**src/rtl/sr_ctrl_pkg.sv**
```systemverilog
// Shared definitions for the SR bank command arbiter.
// Holds the FSM state encoding, default sizing and a clog2 helper used to
// derive index and counter widths.
package sr_ctrl_pkg;

  typedef enum logic [1:0] {
    StIdle   = 2'd0,
    StPulse  = 2'd1,
    StSettle = 2'd2,
    StDone   = 2'd3
  } state_e;

  localparam int unsigned DefNreq   = 4;
  localparam int unsigned DefNbits  = 8;
  localparam int unsigned DefPulseW = 1;
  localparam int unsigned DefSettle = 2;

  // Minimum result is 1 so that derived vectors are never zero-width.
  function automatic int unsigned clog2(input int unsigned v);
    int unsigned r;
    r = 0;
    for (int unsigned b = 0; b < 32; b++) begin
      if ((64'd1 << r) < 64'(v)) r = r + 1;
    end
    return (r == 0) ? 1 : r;
  endfunction

endpackage

```
**src/rtl/rr_arbiter_nreq.sv**
```systemverilog
// Combinational round-robin arbiter.
// Ports:
//   req    - request vector, one bit per requester
//   rr_ptr - highest-priority requester index for this decision
//   gnt    - one-hot grant (all zero when no request)
//   gnt_id - binary index of the granted requester
//   any_req- at least one request is pending
module rr_arbiter_nreq #(
  parameter int unsigned NREQ = 4,
  parameter int unsigned IDW  = 2
) (
  input  logic [NREQ-1:0] req,
  input  logic [IDW-1:0]  rr_ptr,
  output logic [NREQ-1:0] gnt,
  output logic [IDW-1:0]  gnt_id,
  output logic            any_req
);

  logic [IDW-1:0] cand;
  logic           found;

  // Walk upward from rr_ptr, wrapping modulo NREQ; first hit wins.
  always_comb begin
    gnt    = '0;
    gnt_id = '0;
    found  = 1'b0;
    cand   = '0;
    for (int unsigned k = 0; k < NREQ; k++) begin
      cand = IDW'((32'(rr_ptr) + k) % NREQ);
      if (!found && req[cand]) begin
        found       = 1'b1;
        gnt[cand]   = 1'b1;
        gnt_id      = cand;
      end
    end
  end

  assign any_req = |req;

endmodule

```
**src/rtl/sr_cmd_arbiter.sv**
```systemverilog
// Shares one bank of gated SR cells between NREQ requesters.
// Grants set/clear commands round-robin, drives one exclusive S or R strobe
// for PULSE_W cycles, waits SETTLE idle cycles, then acks for one cycle and
// updates a shadow copy of the bank.
// Ports:
//   clk, rst_n  - clock, synchronous active-low reset
//   req_valid   - per-requester request pending
//   req_set     - per-requester op: 1 = set, 0 = clear
//   req_idx     - per-requester target bit, IDXW bits each
//   req_ack     - one-hot one-cycle completion pulse
//   s_out/r_out - set/reset strobes to the bank
//   shadow_q    - controller's view of the bank
//   busy        - high whenever the FSM is not idle
//   err         - pulses with req_ack when the index was out of range
module sr_cmd_arbiter
  import sr_ctrl_pkg::*;
#(
  parameter int unsigned NREQ    = DefNreq,
  parameter int unsigned NBITS   = DefNbits,
  parameter int unsigned IDXW    = clog2(DefNbits),
  parameter int unsigned PULSE_W = DefPulseW,
  parameter int unsigned SETTLE  = DefSettle
) (
  input  logic                 clk,
  input  logic                 rst_n,
  input  logic [NREQ-1:0]      req_valid,
  input  logic [NREQ-1:0]      req_set,
  input  logic [NREQ*IDXW-1:0] req_idx,
  output logic [NREQ-1:0]      req_ack,
  output logic [NBITS-1:0]     s_out,
  output logic [NBITS-1:0]     r_out,
  output logic [NBITS-1:0]     shadow_q,
  output logic                 busy,
  output logic                 err
);

  localparam int unsigned IDW    = clog2(NREQ);
  localparam int unsigned CntMax = (PULSE_W > SETTLE) ? PULSE_W : SETTLE;
  localparam int unsigned CNTW   = clog2(CntMax + 1);

  state_e            state_q;
  logic [IDW-1:0]    rr_ptr_q;
  logic [CNTW-1:0]   cnt_q;
  logic [IDW-1:0]    gnt_id_q;
  logic              op_set_q;
  logic [NBITS-1:0]  mask_q;
  logic              oor_q;

  logic [NREQ-1:0]   gnt;
  logic [IDW-1:0]    gnt_id;
  logic              any_req;

  logic [IDXW-1:0]   sel_idx;
  logic              sel_set;
  logic              sel_in_range;
  logic [NBITS-1:0]  sel_mask;

  logic [NREQ-1:0]   ack_vec;
  logic [IDW-1:0]    ptr_next;
  logic [NBITS-1:0]  shadow_next;

  rr_arbiter_nreq #(
    .NREQ (NREQ),
    .IDW  (IDW)
  ) u_arb (
    .req     (req_valid),
    .rr_ptr  (rr_ptr_q),
    .gnt     (gnt),
    .gnt_id  (gnt_id),
    .any_req (any_req)
  );

  always_comb begin
    sel_idx = '0;
    for (int i = 0; i < NREQ; i++) begin
      if (gnt[i]) sel_idx = req_idx[i*IDXW +: IDXW];
    end
  end

  assign sel_set      = |(req_set & gnt);
  assign sel_in_range = (32'(sel_idx) < NBITS);
  // Out-of-range commands carry an empty mask: no strobe, no shadow change.
  assign sel_mask     = sel_in_range ? (NBITS'(1) << sel_idx) : '0;

  assign ack_vec     = NREQ'(1) << gnt_id_q;
  assign ptr_next    = IDW'((32'(gnt_id_q) + 32'd1) % NREQ);
  assign shadow_next = op_set_q ? (shadow_q | mask_q) : (shadow_q & ~mask_q);

  // Completion side effects are registered on the edge entering StDone so
  // req_ack/err are high exactly for the DONE cycle.
  always_ff @(posedge clk) begin
    if (!rst_n) begin
      state_q  <= StIdle;
      rr_ptr_q <= '0;
      cnt_q    <= '0;
      gnt_id_q <= '0;
      op_set_q <= 1'b0;
      mask_q   <= '0;
      oor_q    <= 1'b0;
      s_out    <= '0;
      r_out    <= '0;
      req_ack  <= '0;
      shadow_q <= '0;
      busy     <= 1'b0;
      err      <= 1'b0;
    end else begin
      req_ack <= '0;
      err     <= 1'b0;
      unique case (state_q)
        StIdle: begin
          if (any_req) begin
            gnt_id_q <= gnt_id;
            op_set_q <= sel_set;
            mask_q   <= sel_mask;
            oor_q    <= !sel_in_range;
            s_out    <= sel_set ? sel_mask : '0;
            r_out    <= sel_set ? '0 : sel_mask;
            cnt_q    <= '0;
            busy     <= 1'b1;
            state_q  <= StPulse;
          end
        end
        StPulse: begin
          if (cnt_q == CNTW'(PULSE_W - 1)) begin
            s_out <= '0;
            r_out <= '0;
            cnt_q <= '0;
            if (SETTLE == 0) begin
              state_q  <= StDone;
              req_ack  <= ack_vec;
              err      <= oor_q;
              shadow_q <= shadow_next;
              rr_ptr_q <= ptr_next;
            end else begin
              state_q <= StSettle;
            end
          end else begin
            cnt_q <= cnt_q + 1'b1;
          end
        end
        StSettle: begin
          if (cnt_q == CNTW'(SETTLE - 1)) begin
            cnt_q    <= '0;
            state_q  <= StDone;
            req_ack  <= ack_vec;
            err      <= oor_q;
            shadow_q <= shadow_next;
            rr_ptr_q <= ptr_next;
          end else begin
            cnt_q <= cnt_q + 1'b1;
          end
        end
        StDone: begin
          busy    <= 1'b0;
          state_q <= StIdle;
        end
        default: state_q <= StIdle;
      endcase
    end
  end

  // Bank safety invariants.
  a_sr_excl: assert property (@(posedge clk) disable iff (!rst_n) (s_out & r_out) == '0);
  a_strobe_1h: assert property (@(posedge clk) disable iff (!rst_n) $onehot0(s_out | r_out));
  a_ack_1h: assert property (@(posedge clk) disable iff (!rst_n) $onehot0(req_ack));
  a_strobe_pulse: assert property (@(posedge clk) disable iff (!rst_n)
                                   ((s_out | r_out) != '0) |-> (state_q == StPulse));

endmodule

```
**config.mk**
```make
export PLATFORM = sky130hd
export DESIGN_NAME = sr_cmd_arbiter
export DESIGN_NICKNAME = d
export VERILOG_FILES = /design/src/rtl/sr_ctrl_pkg.sv /design/src/rtl/rr_arbiter_nreq.sv /design/src/rtl/sr_cmd_arbiter.sv
export SDC_FILE = /design/constraint.sdc
export NUM_CORES = 1
export LEC_CHECK = 0
export CORE_MARGIN = 5
export CORE_UTILIZATION = 30
export DETAILED_ROUTE_END_ITERATION = 10
export PLACE_DENSITY_LB_ADDON = 0.08
export SLEW_MARGIN = 20
export SYNTH_ARGS = -nofsm -noshare
export SYNTH_HDL_FRONTEND = slang
export SYNTH_SLANG_ARGS = --single-unit
```
**constraint.sdc**
```tcl
create_clock -name clk -period 4.9 [get_ports clk]
set_input_delay 0.98 -clock clk [delete_from_list [all_inputs] [get_ports clk]]
set_output_delay 0.98 -clock clk [all_outputs]
set_load 0.005 [all_outputs]
```
### Word-level counts from Yosys, hierarchy flattened

Cells that the tools add are included.

| word-level totals | value |
|---|---|
| flip-flop bits (word level) | 46 |
| memories | 0 |
| bits in latches | 0 |
| output and inout port bits | 30 |
| input port bits | 22 |
| word-level logic and storage cells | 113 |
| RAM bits | 0 |
| ROM bits | 0 |

| operators by class | value |
|---|---|
| reductions and logical operators | 24 |
| mux-type cells | 49 |
| $mul | 0 |
| div/mod/pow operators | 0 |
| bitwise gates (word level) | 7 |
| $add $sub $neg | 5 |
| magnitude comparators | 8 |
| eq/ne operators | 7 |
| shift operators | 2 |

Operators with widths:

| operator | number |
|---|---|
| 8-bit 2-to-1 mux | 6 |
| 8-bit case mux with 2 select lines | 2 |
| 2-bit 2-to-1 mux | 10 |
| 4-bit 2-to-1 mux | 4 |
| 2-bit by 3-bit less-than comparator with 1-bit output, second input constant | 4 |
| 1-bit 2-to-1 mux | 12 |
| 3-bit 2-to-1 mux | 4 |
| 4-bit OR | 3 |
| 3-bit AND reduction | 3 |
| 8-bit bitwise AND | 1 |
| 1-bit binary-select mux with 2-bit select | 4 |
| 1-bit demux with 2-bit select | 4 |
| 2-bit by 1-bit >= comparator with 1-bit output, second input constant | 4 |
| 8-bit inverter | 1 |
| 8-bit OR | 1 |
| 2-bit case mux with 4 select lines | 1 |
| 2-bit AND reduction | 4 |
| 4-bit OR reduction | 2 |
| 1-bit by 3-bit left shift with 8-bit output, first input constant | 1 |
| 1-bit logical AND | 7 |
| 2-bit by 1-bit adder with 2-bit output, second input constant | 3 |
| 2-bit inequality test, second input constant | 3 |
| 2-bit case mux with 3 select lines | 1 |
| 2-bit adder, second input constant | 2 |
| other kinds (9) | 15 |

### Logic depth before layout (Yosys ltp)

Gate-level depths: netlist (run 1).

| logic depth | value |
|---|---|
| depth in word-level cells | 20 |
| gate-level depth with buffers | 12 |
| mapped depth without buffers | 9 |

### By module

Synthesis (run 1) repeated with hierarchy kept, for this count alone.

| second synthesis, totals | value |
|---|---|
| cells, all modules | 283 |
| area total of the unflattened synthesis | 2580.0 sq um |

By module, submodules not included:

| module | cells each | sequential area each (sq um) | instances | area each (sq um) |
|---|---|---|---|---|
| sr_cmd_arbiter | 234 | 920.9 | 1 | 2168.3 |
| rr_arbiter_nreq | 49 | 0.0 | 1 | 411.6 |

### Least setup slack after synthesis (run 1)

Ideal clock, no wire load.

| timing path | value |
|---|---|
| path kind | reg-to-reg |
| start point | reg rr_ptr_q[0] |
| end point | reg s_out[0] |
| path buffers | 2 |
| setup time | 0.084 ns |
| slack | 1.201 ns |
| data required time | 4.816 ns |
| arrival | 3.614 ns |
| cell stages (with the launch flop) | 12 |
| cell sequence | dfxtp_1 > buf_2 > inv_1 > ha_1 > clkbuf_1 > mux2_2 > and4_1 > or4_4 > o21a_1 > a2111o_1 > a2111o_1 > o31ai_2 |

| between the ends | value |
|---|---|
| word-level cells in the longest chain between the ends | 20 |
| elaborated cells on any way between the ends | 57 |
| classes of those cells | add/sub: 3; order compare: 8; shift: 1; mux: 30; bitwise: 4; reduce/logical: 11 |

Ends and longest elaborated chain:

| element | RTL line | text |
|---|---|---|
| from (decl) | sr_cmd_arbiter.sv:42 | `logic [IDW-1:0] rr_ptr_q;` |
| from (signal assigned) | sr_cmd_arbiter.sv:133 | `rr_ptr_q <= ptr_next;` |
| from (signal assigned) | sr_cmd_arbiter.sv:148 | `rr_ptr_q <= ptr_next;` |
| parallel branches: the longest is 11 deep, another holds 2-bit by 3-bit less-than comparator with 1-bit output | - |  |
| 4-bit 2-to-1 mux (*) | rr_arbiter_nreq.sv:30 | `if (!found && req[cand]) begin` |
| 3-bit 2-to-1 mux (4 in a row) | sr_cmd_arbiter.sv:76 | `if (gnt[i]) sel_idx = req_idx[i*IDXW +: IDXW];` |
| 1-bit by 3-bit left shift with 8-bit output | sr_cmd_arbiter.sv:83 | `assign sel_mask = sel_in_range ? (NBITS'(1) << sel_idx) : '0;` |
| 8-bit 2-to-1 mux (*) | sr_cmd_arbiter.sv:116 | `s_out <= sel_set ? sel_mask : '0;` |
| 8-bit 2-to-1 mux (*) | sr_cmd_arbiter.sv:111 | `if (any_req) begin` |
| 8-bit case mux with 2 select lines (*) | sr_cmd_arbiter.sv:109 | `unique case (state_q)` |
| to (signal assigned) | sr_cmd_arbiter.sv:116 |  |
| to (decl) | sr_cmd_arbiter.sv:30 | `output logic [NBITS-1:0] s_out,` |

Every way passes the cells marked *. The select of a mux whose other input is x is not followed.
A chain may end at the register's enable or synchronous reset.

### Worst setup path after layout (run 1)

Same ends and word-level chain as after synthesis.

==> flow_summary_export.csv, run 1 <==
group,metric,value,unit
clock_tree,ctsHoldBuffers,0,
critical_path,cp-end-kind,"register",
timing,fin_tns_setup,0,ns
die,fp.dieH,103.5,µm
placement,gp_congestion,0.8102,
timing,slew_viol_final,0,
die,num_io_pins,52,
die,start_util,30.34,%
critical_path,crit_path_frequent_cell,"a2111o_1",
detailed_routing,drt_pass1_iterations,4,
global_routing,grt_pass1_wl,11460,µm
die,num_rows,34,
yosys,syn_area,2620,µm²
power,p_sw_share,34.08,%
die,die_width,103.5,µm
placement,io_buffers,50,
yosys,synth_cell_types,58,
detailed_routing,dr_total_vias,2253,
hold_path,holdPathStages,2,
layout,fin_cells,450,
detailed_routing,via_per_inst,5.007,
timing,setup_viol,0,
clock_tree,clkTransAtPathRegs,0.09,ns
layout,n_antenna_cell,0,
critical_path,crit_required,5.11,ns
clock_tree,htreeDepth,2,
critical_path,r2r-start,"rr_ptr_q[0]$_SDFFE_PN0P_",
critical_path,reg2reg_depth,9,
layout,synthToLayoutAreaGrowth,25.74,%
hold_path,worstHoldStart,"s_out[7]$_SDFFE_PN0P_",
clock_tree,clockBufferDepth,2,
power,seqPwrFrac,42.6,%
critical_path,cp_cell_sequence,"inv_1 -> ha_1 -> or3b_2 -> a211o_1 -> a21boi_0 -> a211oi_1 -> a2111o_1 -> a2111o_1 -> o31ai_2",
run,drv_cap,0,
yosys,synth.area.top_cells,"dfxtp_1 (35%), nand2_1 (7.9%), ha_1 (6.7%)",
global_routing,grt_util_all_layers,13.75,%
yosys,synth.top_cells.by_count,"nand2_1 (55), dfxtp_1 (46), ha_1 (14), o31ai_1 (13)",
timing,rsz0062_at_grt,"no",
detailed_routing,drt-total-wl,6907,µm
timing,slew_headroom,46.92,%
placement,dp_cells,442,
yosys,ys_ff_latch,46,
layout,drive_gt1_share,9.649,%
layout,register_area,920.9,µm²
die,die-area,10700,µm²
global_routing,grt_start_max_net_pins,25,
hold_path,holdCritPathClass,"reg -> reg",
yosys,yosysTopAreaCellShare,35.15,%
critical_path,worstSetupStartpointType,"register",
clock_tree,cts_setup_buffers,0,
detailed_routing,drtAntennaViolNets,0,
timing,hold_viol_final,0,
power,comb_power_share,30.2,%
timing,period_share,83.92,%
layout,multi_input_area,1549,µm²
power,vdd_drop_max,162.5,µV
detailed_routing,wl_per_cell,15.35,µm
yosys,synthArstFlopShare,0,%
detailed_routing,drc,0,
yosys,synth_cells,300,
hold_path,hold_end,"s_out[7]$_SDFFE_PN0P_",
yosys,ys_seq_area_share,35.15,%
layout,final_area,3294,µm²
placement,dp_hpwl,5161,µm
timing,skew,0.01047,ns
critical_path,crit_arrival,4.32,ns
yosys,synth.most_common_cell,"nand2_1",
global_routing,globalRoute.totalOverflow,0,
placement,placed_area,3184,µm²
global_routing,antenna_found_initial,0,
detailed_routing,drt_iter0_markers,88,
yosys,synth_edf_count,0,
yosys,yosys_warnings,0,
layout,fill_cells,911,
clock_tree,cts_tree,"done",
power,p_clk_share,27.2,%
yosys,syn_nets,336,
global_routing,grt_pass1_vias,2240,
clock_tree,ctsRootBufferMaster,"clkbuf_8",
status,status,"finished, final reports clean",
critical_path,cp_max_fo,18,
clock_tree,cts_resized,0,
critical_path,r2r_slack,0.79,ns
layout,nNetsFinal,377,
yosys,synth_flop_cell,"dfxtp_1",
clock_tree,worstSkewPairLatency,0.30,ns
power,p_leak,1.153,nW
yosys,postSynthAreaPerCell,8.733,µm²
critical_path,cpPeakStageDelay,0.73,ns
clock_tree,cts_buffers,5,
power,p_per_area,316.8,nW/µm²
die,fp.coreArea,8636,µm²
critical_path,slowest_stage,"dfxtp_1",
power,switchingPower,0.3556,mW
timing,tightest_slew,0.7962,ns
timing,clock.fmax,243.2,MHz
yosys,synth_area_leader_cell,"dfxtp_1",
power,internal_power,0.6880,mW
critical_path,critical_path_class,"reg -> reg",
clock_tree,cts_sinks,46,
critical_path,reg2reg_to,"s_out[0]$_SDFFE_PN0P_",
timing,fin_crit,4.112,ns
## stage by stage
| stage | hold WS (ns) | setup slack (ns) | utilization, % | power (mW) |
|---|---|---|---|---|
| finish | 0.4610 | 0.7879 | 38.15 | 1.044 |
| global route | 0.4890 | 0.4174 | 38.15 | 1.115 |
| CTS | 0.4680 | 0.7711 | 38.15 | 1.064 |
| floorplan | 0.4416 | 1.201 | - | 0.6676 |
| global placement | 0.4475 | 0.6383 | 36.87 | 0.7719 |
| detailed placement | 0.4464 | 0.5725 | 36.87 | 0.7739 |
## placed cells by master (no fill, tap or decap), types with 5 or more instances in the layout
master | synthesis | layout
ha_1 | 14 | 14
o21ai_0 | 9 | 9
clkdlybuf4s50_1 | 0 | 50
mux2i_1 | 6 | 6
a21boi_0 | 11 | 11
o41ai_1 | 8 | 8
dfxtp_1 | 46 | 46
clkbuf_8 | 0 | 5
buf_4 | 1 | 5
o31ai_1 | 13 | 13
nand3_1 | 9 | 9
nor2_1 | 9 | 9
inv_1 | 11 | 11
and2_1 | 7 | 7
nand2_1 | 55 | 55
nor2b_1 | 9 | 9
## cells by family (layout without fill, tap and decap cells)
kind of cell / after synthesis / count (layout) / synth area share [%]
AOI/OAI and AO/OA: 79 / 79 / 23.69
xor gates and xnor gates: 1 / 1 / 0.3343
adders and majority gates: 14 / 14 / 6.686
buffers and inverters: 32 / 74 / 5.731
DFF: 46 / 46 / 35.15
muxes: 12 / 12 / 6.160
other: 1 / 1 / 0.1431
and+or+nand+nor: 115 / 115 / 22.11
## worst max-delay path by stage
stage / slack [ns] / endpoint / depth (start not counted) / from
final: 0.79 / s_out[0]$_SDFFE_PN0P_ / 9 / rr_ptr_q[0]$_SDFFE_PN0P_
after CTS: 0.77 / s_out[0]$_SDFFE_PN0P_ / 9 / rr_ptr_q[0]$_SDFFE_PN0P_
after global placement: 0.64 / s_out[0]$_SDFFE_PN0P_ / 8 / req_valid[2]
after floorplan: 1.20 / s_out[0]$_SDFFE_PN0P_ / 11 / rr_ptr_q[0]$_SDFFE_PN0P_
after detailed placement: 0.57 / s_out[0]$_SDFFE_PN0P_ / 8 / req_valid[2]
after global routing: 0.42 / mask_q[5]$_SDFFE_PN0P_ / 9 / rr_ptr_q[0]$_SDFFE_PN0P_
## per-layer routing
metal  global-route usage, %  vias to the layer above  routed length (µm)
met5                       0                        -                   0
met2                   23.04                       37                3222
met3                   3.219                       11                 303
met1                   17.68                     1035                3273
met4                   3.785                        0                 108
li1                        -                     1170                   -
## critical path, delay by kind of cell (launching register included)
family / cells / cell delay, ns
buffers and inverters: 1 / 0.26
AO/OA/AOI/OAI: 6 / 2.08
adder cells (fa/ha/maj): 1 / 0.47
flip-flops: 1 / 0.73
AND/OR/NAND/NOR: 1 / 0.48
## final cells by class
cell class,count,area share [%]
multi-input cells,222,47.02
flip-flops and latches,46,27.95
repair buffers,55,16.33
well taps,108,4.102
clock buffers,6,2.203
inverters,11,1.253
clock inverters,2,1.139
## power groups by stage
| stage | Combinational, mW | Sequential [mW] | Clock [mW] |
|---|---|---|---|
| 4_1_cts | 0.321 | 0.445 | 0.298 |
| 6_report | 0.315 | 0.445 | 0.283 |
| 3_5_place_dp | 0.320 | 0.454 | 0 |
| 3_3_place_gp | 0.318 | 0.454 | 0 |
| 2_1_floorplan | 0.228 | 0.439 | 0 |
| 5_1_grt | 0.353 | 0.451 | 0.311 |
(Power assumes the default switching activity.)
==> inputs of run 2 (changes only) <==
==> constraint.sdc (replaced) <==
create_clock -name clk -period 3.6 [get_ports clk]
set_input_delay 0.72 -clock clk [delete_from_list [all_inputs] [get_ports clk]]
set_output_delay 0.72 -clock clk [all_outputs]
set_load 0.005 [all_outputs]
==> run 2 against run 1 <==
Core utilization increased by 4.0 points. First-iteration DRC count decreased by 48%. Combinational power increased by 67%. Highest routed layer unchanged. Cell area increased by 10%. Maximum frequency increased by 22%. Non-clock buffer count increased by 37. Die area unchanged. Clock skew decreased by 0.0011 ns. Worst hold slack improved by 0.00078 ns. Flip-flop and latch count unchanged. Sequential share of layout area decreased by 2.6 points.
==> flow_summary_export.csv, run 2 (synthesis gave the netlist of run 1 again) <==
group,metric,value,unit
status,status,"finished, final reports clean",
layout,fill_cells,896,
critical_path,worstSetupStartpoint,"rr_ptr_q[1]$_SDFFE_PN0P_",
die,fp.dieH,103.5,µm
power,switchingPower,0.5073,mW
global_routing,grt_start_max_net_pins,24,
global_routing,globalRoute.totalOverflow,0,
power,total_power,1.444,mW
critical_path,worstSetupStartpointType,"register",
layout,n_antenna_cell,0,
placement,dp_cells,479,
critical_path,slowest_stage,"a2111o_1",
critical_path,r2r-start,"rr_ptr_q[1]$_SDFFE_PN0P_",
global_routing,grt_util_all_layers,14.13,%
detailed_routing,drc,0,
clock_tree,worstSkewPairLatency,0.30,ns
layout,final_cell_mix,"nand2_1 (55), clkdlybuf4s50_1 (46), dfxtp_1 (45), buf_4 (39)",
power,p_sw_share,35.13,%
timing,setup_viol,0,
layout,final_area,3637,µm²
timing,slew_headroom,48.02,%
placement,dp_hpwl,5633,µm
timing,period_share,93.51,%
critical_path,crit_arrival,3.58,ns
die,num_io_pins,52,
power,internal_power,0.9368,mW
layout,synthToLayoutAreaGrowth,38.83,%
critical_path,cp-end-kind,"register",
critical_path,cpPeakStageDelay,0.52,ns
layout,nNetsFinal,414,
critical_path,crit_path_frequent_cell,"a2111o_1",
critical_path,crit_required,3.82,ns
hold_path,worstHoldStart,"r_out[3]$_SDFFE_PN0P_",
die,die_width,103.5,µm
timing,fin_crit,3.366,ns
clock_tree,cts_sinks,46,
clock_tree,clkTransAtPathRegs,0.09,ns
detailed_routing,wl_per_cell,14.85,µm
timing,slew_viol_final,0,
power,vdd_drop_max,171.5,µV
critical_path,cp_max_fo,9,
power,p_per_area,397.0,nW/µm²
timing,skew,0.009395,ns
power,p_clk_share,21.9,%
die,fp.coreArea,8636,µm²
hold_path,holdCritPathClass,"reg -> reg",
detailed_routing,drtAntennaViolNets,0,
detailed_routing,drt_pass1_iterations,4,
clock_tree,ctsHoldBuffers,0,
global_routing,antenna_found_initial,0,
timing,hold_viol_final,0,
clock_tree,htreeDepth,2,
timing,tightest_slew,0.7796,ns
critical_path,crit_buf_inv,1,
timing,clock.fmax,297.1,MHz
detailed_routing,dr_total_vias,2422,
placement,gp_congestion,0.8252,
die,num_rows,34,
clock_tree,clockBufferDepth,2,
power,p_leak,1.395,nW
die,start_util,30.34,%
global_routing,grt_pass1_wl,11850,µm
run,drv_cap,0,
global_routing,grt_pass1_vias,2361,
critical_path,critPathTopFamily,"compound AO/OA/AOI/OAI gates",
layout,drive_gt1_share,20.84,%
clock_tree,cts_buffers,5,
clock_tree,cts_tree,"done",
timing,rsz0062_at_grt,"no",
detailed_routing,drt_iter0_markers,46,
critical_path,critical_path_class,"reg -> reg",
placement,io_buffers,50,
critical_path,cp_cell_sequence,"inv_1 -> ha_2 -> mux2_2 -> and4_1 -> or4_4 -> o21a_1 -> a2111o_1 -> a2111o_1 -> o31ai_2",
power,comb_power_share,36.3,%
placement,placed_area,3501,µm²
clock_tree,ctsRootBufferMaster,"clkbuf_8",
layout,final_common_cell,"nand2_1",
detailed_routing,drt-total-wl,7234,µm
layout,fin_cells,487,
power,seqPwrFrac,41.7,%
detailed_routing,via_per_inst,4.973,
die,die-area,10700,µm²
## run 2: worst register-to-register path: stages (launching register included)
cell	delay [ns]
dfxtp_1	0.34
inv_1	0.09
ha_2	0.44
mux2_2	0.37
and4_1	0.20
or4_4	0.50
o21a_1	0.20
a2111o_1	0.40
a2111o_1	0.52
o31ai_2	0.23
## run 2: final cells by class
cell class / instances / area [µm²] / share of cell area, %
Inverter: 11 / 41.29 / 1.135
Sequential cell: 46 / 922.1 / 25.35
Timing Repair Buffer: 92 / 863.3 / 23.74
Tap cell: 108 / 135.1 / 3.715
Clock buffer: 6 / 72.57 / 1.995
Multi-Input combinational cell: 222 / 1589 / 43.69
Clock inverter: 2 / 13.76 / 0.3784
## run 2: layer usage
layer	vias to the layer above	GRT usage [%]	part of all wire, %
met5	-	0	0
met4	0	2.988	0.79
met3	7	2.884	3.6
met2	38	24.17	49
met1	1135	18.39	47
li1	1242	-	-
## run 2: worst paths after layout
check                                        endpoint  slack, ns  depth (start not counted)
worst max-delay path            s_out[0]$_SDFFE_PN0P_       0.23                          9
worst min-delay path            r_out[3]$_SDFFE_PN0P_       0.46                          2
worst max register to register  s_out[0]$_SDFFE_PN0P_       0.23                          9
worst min register to register  r_out[3]$_SDFFE_PN0P_       0.46                          2
## run 2: timing repair
item / 4_1_cts / 5_1_grt
endpoints found under the setup margin: 0 / 18
buffers inserted: 0 / 0
hold endpoints to repair: 0 / 0
resized for setup: 0 / 14
## run 2: stage by stage
step | hold slack, ns | TNS, ns | utilization (%) | setup WS (ns)
CTS | 0.4654 | 0 | 41.54 | 0.04689
floorplan | 0.4416 | 0 | - | 0.01424
global placement | 0.4440 | -3.363 | 40.54 | -0.2181
global route | 0.4896 | 0 | 42.12 | 0.06072
detailed placement | 0.4450 | -4.011 | 40.54 | -0.2695
finish | 0.4618 | 0 | 42.12 | 0.2336
## run 2: power by group through the flow
stage          clock network (mW)  registers, mW  logic, mW
2_1_floorplan                   0          0.598      0.311
3_3_place_gp                    0          0.615      0.518
3_5_place_dp                    0          0.615      0.524
4_1_cts                     0.332          0.603      0.527
5_1_grt                     0.349          0.610      0.587
6_report                    0.317          0.603      0.525
